==> src/rtl/axi_read_arbiter_pkg.sv <==
// Shared AXI constants, owner IDs and FSM state encoding for the read-channel arbiter.
// Imported by the arbiter top and its round-robin sub-module.
package axi_read_arbiter_pkg;

   localparam logic [1:0] AXI_BURST_INCR  = 2'b01;
   localparam logic [1:0] AXI_RESP_OKAY   = 2'b00;
   localparam logic [1:0] AXI_RESP_EXOKAY = 2'b01;
   localparam logic [1:0] AXI_RESP_SLVERR = 2'b10;
   localparam logic [1:0] AXI_RESP_DECERR = 2'b11;

   // The owner value doubles as the ARID/RID tag on the bus.
   typedef enum logic {
      OWNER_I = 1'b0,
      OWNER_D = 1'b1
   } owner_e;

   typedef enum logic [1:0] {
      ST_IDLE = 2'd0,
      ST_ADDR = 2'd1,
      ST_DATA = 2'd2
   } state_e;

   function automatic owner_e other_owner(input owner_e o);
      return (o == OWNER_I) ? OWNER_D : OWNER_I;
   endfunction

endpackage

==> src/rtl/rr_arbiter2.sv <==
// Two-way round-robin pick between port I and port D.
// The pointer moves to the side opposite the owner once that owner's burst completes.
module rr_arbiter2
   import axi_read_arbiter_pkg::*;
(
   input  logic   clk,
   input  logic   rst,
   input  logic   i_req,
   input  logic   d_req,
   input  logic   update,
   input  owner_e last_owner,
   output logic   valid,
   output owner_e winner
);

   owner_e rr_ptr;

   // NOTE: every output gets a default before the branches, so no latch is inferred.
   always_comb begin
      valid  = i_req | d_req;
      winner = rr_ptr;
      if (i_req && !d_req)
         winner = OWNER_I;
      else if (d_req && !i_req)
         winner = OWNER_D;
   end

   // NOTE: sequential state uses non-blocking assignments only, so all flops update together.
   always_ff @(posedge clk or negedge rst) begin
      if (!rst)
         rr_ptr <= OWNER_I;
      else if (update)
         rr_ptr <= other_owner(last_owner);
   end

endmodule

==> src/rtl/axi_read_arbiter.sv <==
// Shares one AXI3 read channel between the I-cache and D-cache refill controllers:
// one outstanding burst, round-robin grant, ARID tagging, and zero-cycle R steering with flush drop.
module axi_read_arbiter
   import axi_read_arbiter_pkg::*;
#(
   parameter int ADDR_W = 32,
   parameter int DATA_W = 32,
   parameter int LEN_W  = 4
) (
   input  logic              clk,
   input  logic              rst,
   input  logic              flush,
   input  logic              i_req,
   input  logic [ADDR_W-1:0] i_addr,
   input  logic [LEN_W-1:0]  i_len,
   output logic              i_gnt,
   output logic [DATA_W-1:0] i_rdata,
   output logic              i_rvalid,
   output logic              i_rlast,
   input  logic              d_req,
   input  logic [ADDR_W-1:0] d_addr,
   input  logic [LEN_W-1:0]  d_len,
   output logic              d_gnt,
   output logic [DATA_W-1:0] d_rdata,
   output logic              d_rvalid,
   output logic              d_rlast,
   output logic              err,
   output logic [ADDR_W-1:0] ARADDR,
   output logic [LEN_W-1:0]  ARLEN,
   output logic [2:0]        ARSIZE,
   output logic [1:0]        ARBURST,
   output logic              ARID,
   output logic              ARVALID,
   input  logic              ARREADY,
   input  logic [DATA_W-1:0] RDATA,
   input  logic              RID,
   input  logic [1:0]        RRESP,
   input  logic              RLAST,
   input  logic              RVALID,
   output logic              RREADY
);

   state_e           state_q, state_d;
   owner_e           owner_q;
   logic [LEN_W-1:0] beat_cnt_q;
   logic             drop_q;

   logic   arb_valid;
   owner_e arb_winner;

   logic ar_fire, r_beat, burst_end, id_ok, at_len, resp_err;

   // An IF flush in IDLE hides the I request for that cycle only.
   rr_arbiter2 u_rr (
      .clk        (clk),
      .rst        (rst),
      .i_req      (i_req & ~flush),
      .d_req      (d_req),
      .update     (burst_end),
      .last_owner (owner_q),
      .valid      (arb_valid),
      .winner     (arb_winner)
   );

   assign ar_fire   = (state_q == ST_ADDR) & ARREADY;
   assign r_beat    = (state_q == ST_DATA) & RVALID;
   assign burst_end = r_beat & RLAST;
   assign id_ok     = (RID == owner_q);
   assign at_len    = (beat_cnt_q == ARLEN);
   assign resp_err  = (RRESP == AXI_RESP_SLVERR) | (RRESP == AXI_RESP_DECERR);

   always_comb begin
      state_d = state_q;
      case (state_q)
         ST_IDLE: if (arb_valid) state_d = ST_ADDR;
         ST_ADDR: if (ARREADY)   state_d = ST_DATA;
         ST_DATA: if (RVALID && RLAST) state_d = ST_IDLE;
         default: state_d = ST_IDLE;
      endcase
   end

   assign ARVALID = (state_q == ST_ADDR);
   assign RREADY  = (state_q == ST_DATA);
   assign ARID    = (owner_q == OWNER_D);
   assign ARSIZE  = 3'($clog2(DATA_W / 8));
   assign ARBURST = AXI_BURST_INCR;

   assign i_gnt = ar_fire & (owner_q == OWNER_I);
   assign d_gnt = ar_fire & (owner_q == OWNER_D);

   // Beats are steered straight through; a flushed I burst is drained silently.
   assign i_rvalid = r_beat & (owner_q == OWNER_I) & id_ok & ~drop_q;
   assign d_rvalid = r_beat & (owner_q == OWNER_D) & id_ok;
   assign i_rlast  = i_rvalid & RLAST;
   assign d_rlast  = d_rvalid & RLAST;
   assign i_rdata  = RDATA;
   assign d_rdata  = RDATA;

   assign err = r_beat & (~id_ok | (RLAST & ~at_len) | (at_len & ~RLAST) | resp_err);

   // NOTE: only control and AR fields carry reset; the datapath is pure wiring, so no storage is left unreset.
   always_ff @(posedge clk or negedge rst) begin
      if (!rst) begin
         state_q    <= ST_IDLE;
         owner_q    <= OWNER_I;
         ARADDR     <= '0;
         ARLEN      <= '0;
         beat_cnt_q <= '0;
         drop_q     <= 1'b0;
      end else begin
         state_q <= state_d;

         if (state_q == ST_IDLE && arb_valid) begin
            owner_q <= arb_winner;
            ARADDR  <= (arb_winner == OWNER_I) ? i_addr : d_addr;
            ARLEN   <= (arb_winner == OWNER_I) ? i_len  : d_len;
         end

         // Wrong-ID beats and overrun beats past ARLEN do not advance the count.
         if (ar_fire)
            beat_cnt_q <= '0;
         else if (r_beat && id_ok && !(at_len && !RLAST))
            beat_cnt_q <= beat_cnt_q + LEN_W'(1);

         if (state_d == ST_IDLE)
            drop_q <= 1'b0;
         else if (flush && state_q != ST_IDLE && owner_q == OWNER_I)
            drop_q <= 1'b1;
      end
   end

endmodule

==> config.mk <==
export PLATFORM = sky130hd
export DESIGN_NAME = axi_read_arbiter
export DESIGN_NICKNAME = d
export VERILOG_FILES = /design/src/rtl/axi_read_arbiter_pkg.sv /design/src/rtl/rr_arbiter2.sv /design/src/rtl/axi_read_arbiter.sv
export SDC_FILE = /design/constraint.sdc
export NUM_CORES = 1
export LEC_CHECK = 0
export CORE_MARGIN = 4
export CORE_UTILIZATION = 35
export DETAILED_ROUTE_END_ITERATION = 12
export HOLD_SLACK_MARGIN = 0.06
export PLACE_DENSITY = 0.86
export SYNTH_ARGS = -nofsm -noshare
export SYNTH_HDL_FRONTEND = slang
export SYNTH_SLANG_ARGS = --single-unit
==> constraint.sdc <==
create_clock -name clk -period 2.57 [get_ports clk]
set_clock_uncertainty 0.1 [all_clocks]
set_input_delay 0.514 -clock clk [delete_from_list [all_inputs] [get_ports clk]]
set_output_delay 0.514 -clock clk [all_outputs]
set_load 0.01 [all_outputs]
==> results of run 1 <==
-- power groups by stage --
stage               clock network, uW  registers, uW  logic [uW]
finish                            556           1260        1930
global route                      605           1320        2100
CTS                               574           1270        1950
detailed placement                  0           1280        1920
global placement                    0           1260        1870
floorplan                           0           1360         985
-- worst max path at each step --
stage / from / endpoint / slack [ns] / cells after the start
global route: RVALID / d_rvalid / 0.05 / 4
floorplan: state_q[0]$_DFF_PN0_ / i_rlast / 0.77 / 3
global placement: RID / err / -0.03 / 5
CTS: RLAST / err / 0.01 / 5
finish: RVALID / d_rvalid / 0.12 / 4
detailed placement: RID / err / -0.07 / 5
-- worst max-delay path, cell delays in order --
cell and delay, ns:
clkdlybuf4s50_1 0.51, nand3b_1 0.15, nor2_1 0.13, clkdlybuf4s50_1 0.54
-- per-stage QoR --
step / instances / area [um^2] / setup TNS [ns] / worst slack [ns] / total power (uW)
2_1_floorplan: 294 / 2780 / 0 / 0.775 / 2350
3_3_place_gp: 449 / 3650 / -0.0307 / -0.0307 / 3130
3_5_place_dp: 449 / 3650 / -0.0761 / -0.0661 / 3200
4_1_cts: 459 / 3780 / 0 / 0.0145 / 3790
5_1_grt: 460 / 3790 / 0 / 0.0496 / 4020
6_report: 460 / 3790 / 0 / 0.121 / 3750
-- routing by layer --
layer / share of wire / global-route usage / wire length, um
met4: 0.019 / 0.0454 / 126
met1: 0.38 / 0.142 / 2440
met5: 0 / 0 / 0
met2: 0.51 / 0.239 / 3300
met3: 0.092 / 0.0526 / 597
-- cell usage in the layout, fill, tap and decap left out, types with 3 or more instances in the layout --
cell type        synthesis  routed
nor2_1                   8       8
o21ai_1                 32      31
dfrtp_1                 45      44
nand2_1                 47      47
clkbuf_8                 0       6
buf_4                   69       9
conb_1                   2       5
clkdlybuf4s50_1          0     121
o21ai_0                  8       8
dlymetal6s2s_1           0       3
xnor2_1                  4       4
mux2i_1                 40      40
-- cell type report --
cell class              instances  area (um^2)
well taps                     102          128
fillers                       719         3930
clock buffers                   6         82.6
clock inverters                 2         37.5
repair buffers                138         1380
multi-input cells             165         1030
flip-flops and latches         45         1130
inverters                       2         7.51
-- repair_timing --
action                                 CTS  global route
resized for setup                        2             4
endpoints found under the hold margin    0             0
setup buffers                            2             1
pin swaps                                1             1
setup endpoints to repair                2             3
-- sequential cells by signal, indices dropped and copies added (netlist names) --
register	count
ARADDR	32
u_rr.rr_ptr	1
beat_cnt_q	4
state_q	2
ARID	1
drop_q	1
ARLEN	4
-- cells by family after synthesis --
| logic type | synth area share |
|---|---|
| buffers and inverters | 0.231 |
| AND/OR/NAND/NOR | 0.103 |
| AO/OA/AOI/OAI | 0.0890 |
| flip-flops | 0.407 |
| multiplexers | 0.145 |
| XOR/XNOR | 0.0190 |
| other | 0.00271 |
| adder cells (fa/ha/maj) | 0.00452 |
==> impl_metrics.env, run 1 <==
export IMPL_ant_nets=0
export IMPL_report_final_slew_viol_count=0
export IMPL_setup_viol=0
export IMPL_timing_hold_ws_ns=0.181
export IMPL_grt_max_degree=75
export IMPL_avgSynthCellArea_um2=9.52
export IMPL_p_sw_frac=0.358
export IMPL_grt_pass1_wl_um=10300
export IMPL_cp_required_ns=1.96
export IMPL_syn_to_final_growth_pct=37.0
export IMPL_numPortBuffers=127
export IMPL_ir_drop_v=0.000498
export IMPL_ios=230
export IMPL_yosysMostFrequentCell="buf_4"
export IMPL_crit_path_end_kind="primary output"
export IMPL_synth_edff_count=0
export IMPL_ys_types=30
export IMPL_synth_top_area_cell="dfrtp_1"
export IMPL_layout_min_cycle_time_ns=2.45
export IMPL_rr_endpoint="beat_cnt_q[1]$_DFFE_PN0P_"
export IMPL_ys_top_cells_by_area="dfrtp_1 (41%), buf_4 (19%), mux2i_1 (14%)"
export IMPL_htreeDepth=2
export IMPL_synth_commonest_cells="buf_4 (69), nand2_1 (47), dfrtp_1 (45)"
export IMPL_cts_hold_buffers_added=0
export IMPL_yosysTopAreaCellShare=0.407
export IMPL_arrival_ns=1.83
export IMPL_clkPwrFrac=0.148
export IMPL_num_vias=2076
export IMPL_pwr_share_comb=0.514
export IMPL_status="completed"
export IMPL_dp_hpwl_um=5120
export IMPL_numCtsBuffers=5
export IMPL_gp_congestion=0.812
export IMPL_num_rows=32
export IMPL_first_iter_violations=57
export IMPL_p_per_area_nw_per_um2=988
export IMPL_yosys_most_used_dff="dfrtp_1"
export IMPL_dieArea_um2=9400
export IMPL_grt_pass1_vias=2138
export IMPL_rsz0062_at_grt="false"
export IMPL_path_class="in2out"
export IMPL_rrSetupSlack_ns=0.87
export IMPL_antenna_cells=0
export IMPL_cap_violations=0
export IMPL_cts_tree="done"
export IMPL_worstMarginPinSlew_ns=0.570
export IMPL_hold_viol_final=0
export IMPL_p_switching_uw=1340
export IMPL_ff2ff_path_depth=6
export IMPL_synthCells=291
export IMPL_drc=0
export IMPL_drt_vias_per_instance=4.51
export IMPL_fmax_mhz=408
export IMPL_cts_sinks=45
export IMPL_die_width_um=97.0
export IMPL_grtUsageTotal=0.133
export IMPL_worst_path_max_fanout=4
export IMPL_synth_area_um2=2770
export IMPL_initial_core_util=0.358
export IMPL_antenna_found_initial=0
export IMPL_p_leak_uw=0.00175
export IMPL_layout_drive_gt1_share=0.0670
export IMPL_synthArstFlopShare=1.00
export IMPL_clk_pin_slew_ns=0.09
export IMPL_die_h_um=97.0
export IMPL_ys_warn_count=0
export IMPL_power_frac_seq=0.337
export IMPL_hold_path_class="in2async"
export IMPL_layout_nets=473
export IMPL_routed_wl_um=6460
export IMPL_root_buffer="clkbuf_8"
export IMPL_clk_path_buf_depth=2
export IMPL_grt_overflow=0
export IMPL_core_area_um2=7730
export IMPL_start_kind="primary input"
export IMPL_layout_worst_path_cycle_share=0.953
export IMPL_ys_seq_area_frac=0.407
export IMPL_post_route_util=0.491
export IMPL_wl_per_cell_um=14.1
export IMPL_slew_limit_headroom=0.620
export IMPL_insertion_delay_ns=0.29
export IMPL_worstReg2RegStart="beat_cnt_q[0]$_DFFE_PN0P_"
export IMPL_internal_power_uw=2410
export IMPL_ys_ff_latch=45
export IMPL_firstDrtPassIters=5
No activity file was read; power rests on OpenSTA's default activity.
==> run 2: changes to the inputs <==
--- a/config.mk
+++ b/config.mk
@@ -8,7 +8,7 @@
 export CORE_MARGIN = 4
 export CORE_UTILIZATION = 35
 export DETAILED_ROUTE_END_ITERATION = 12
-export HOLD_SLACK_MARGIN = 0.06
+export HOLD_SLACK_MARGIN = 0.03
 export PLACE_DENSITY = 0.86
 export SYNTH_ARGS = -nofsm -noshare
 export SYNTH_HDL_FRONTEND = slang
==> results of run 2 <==
Final layout, timing and power as in run 1 (identical DEF).
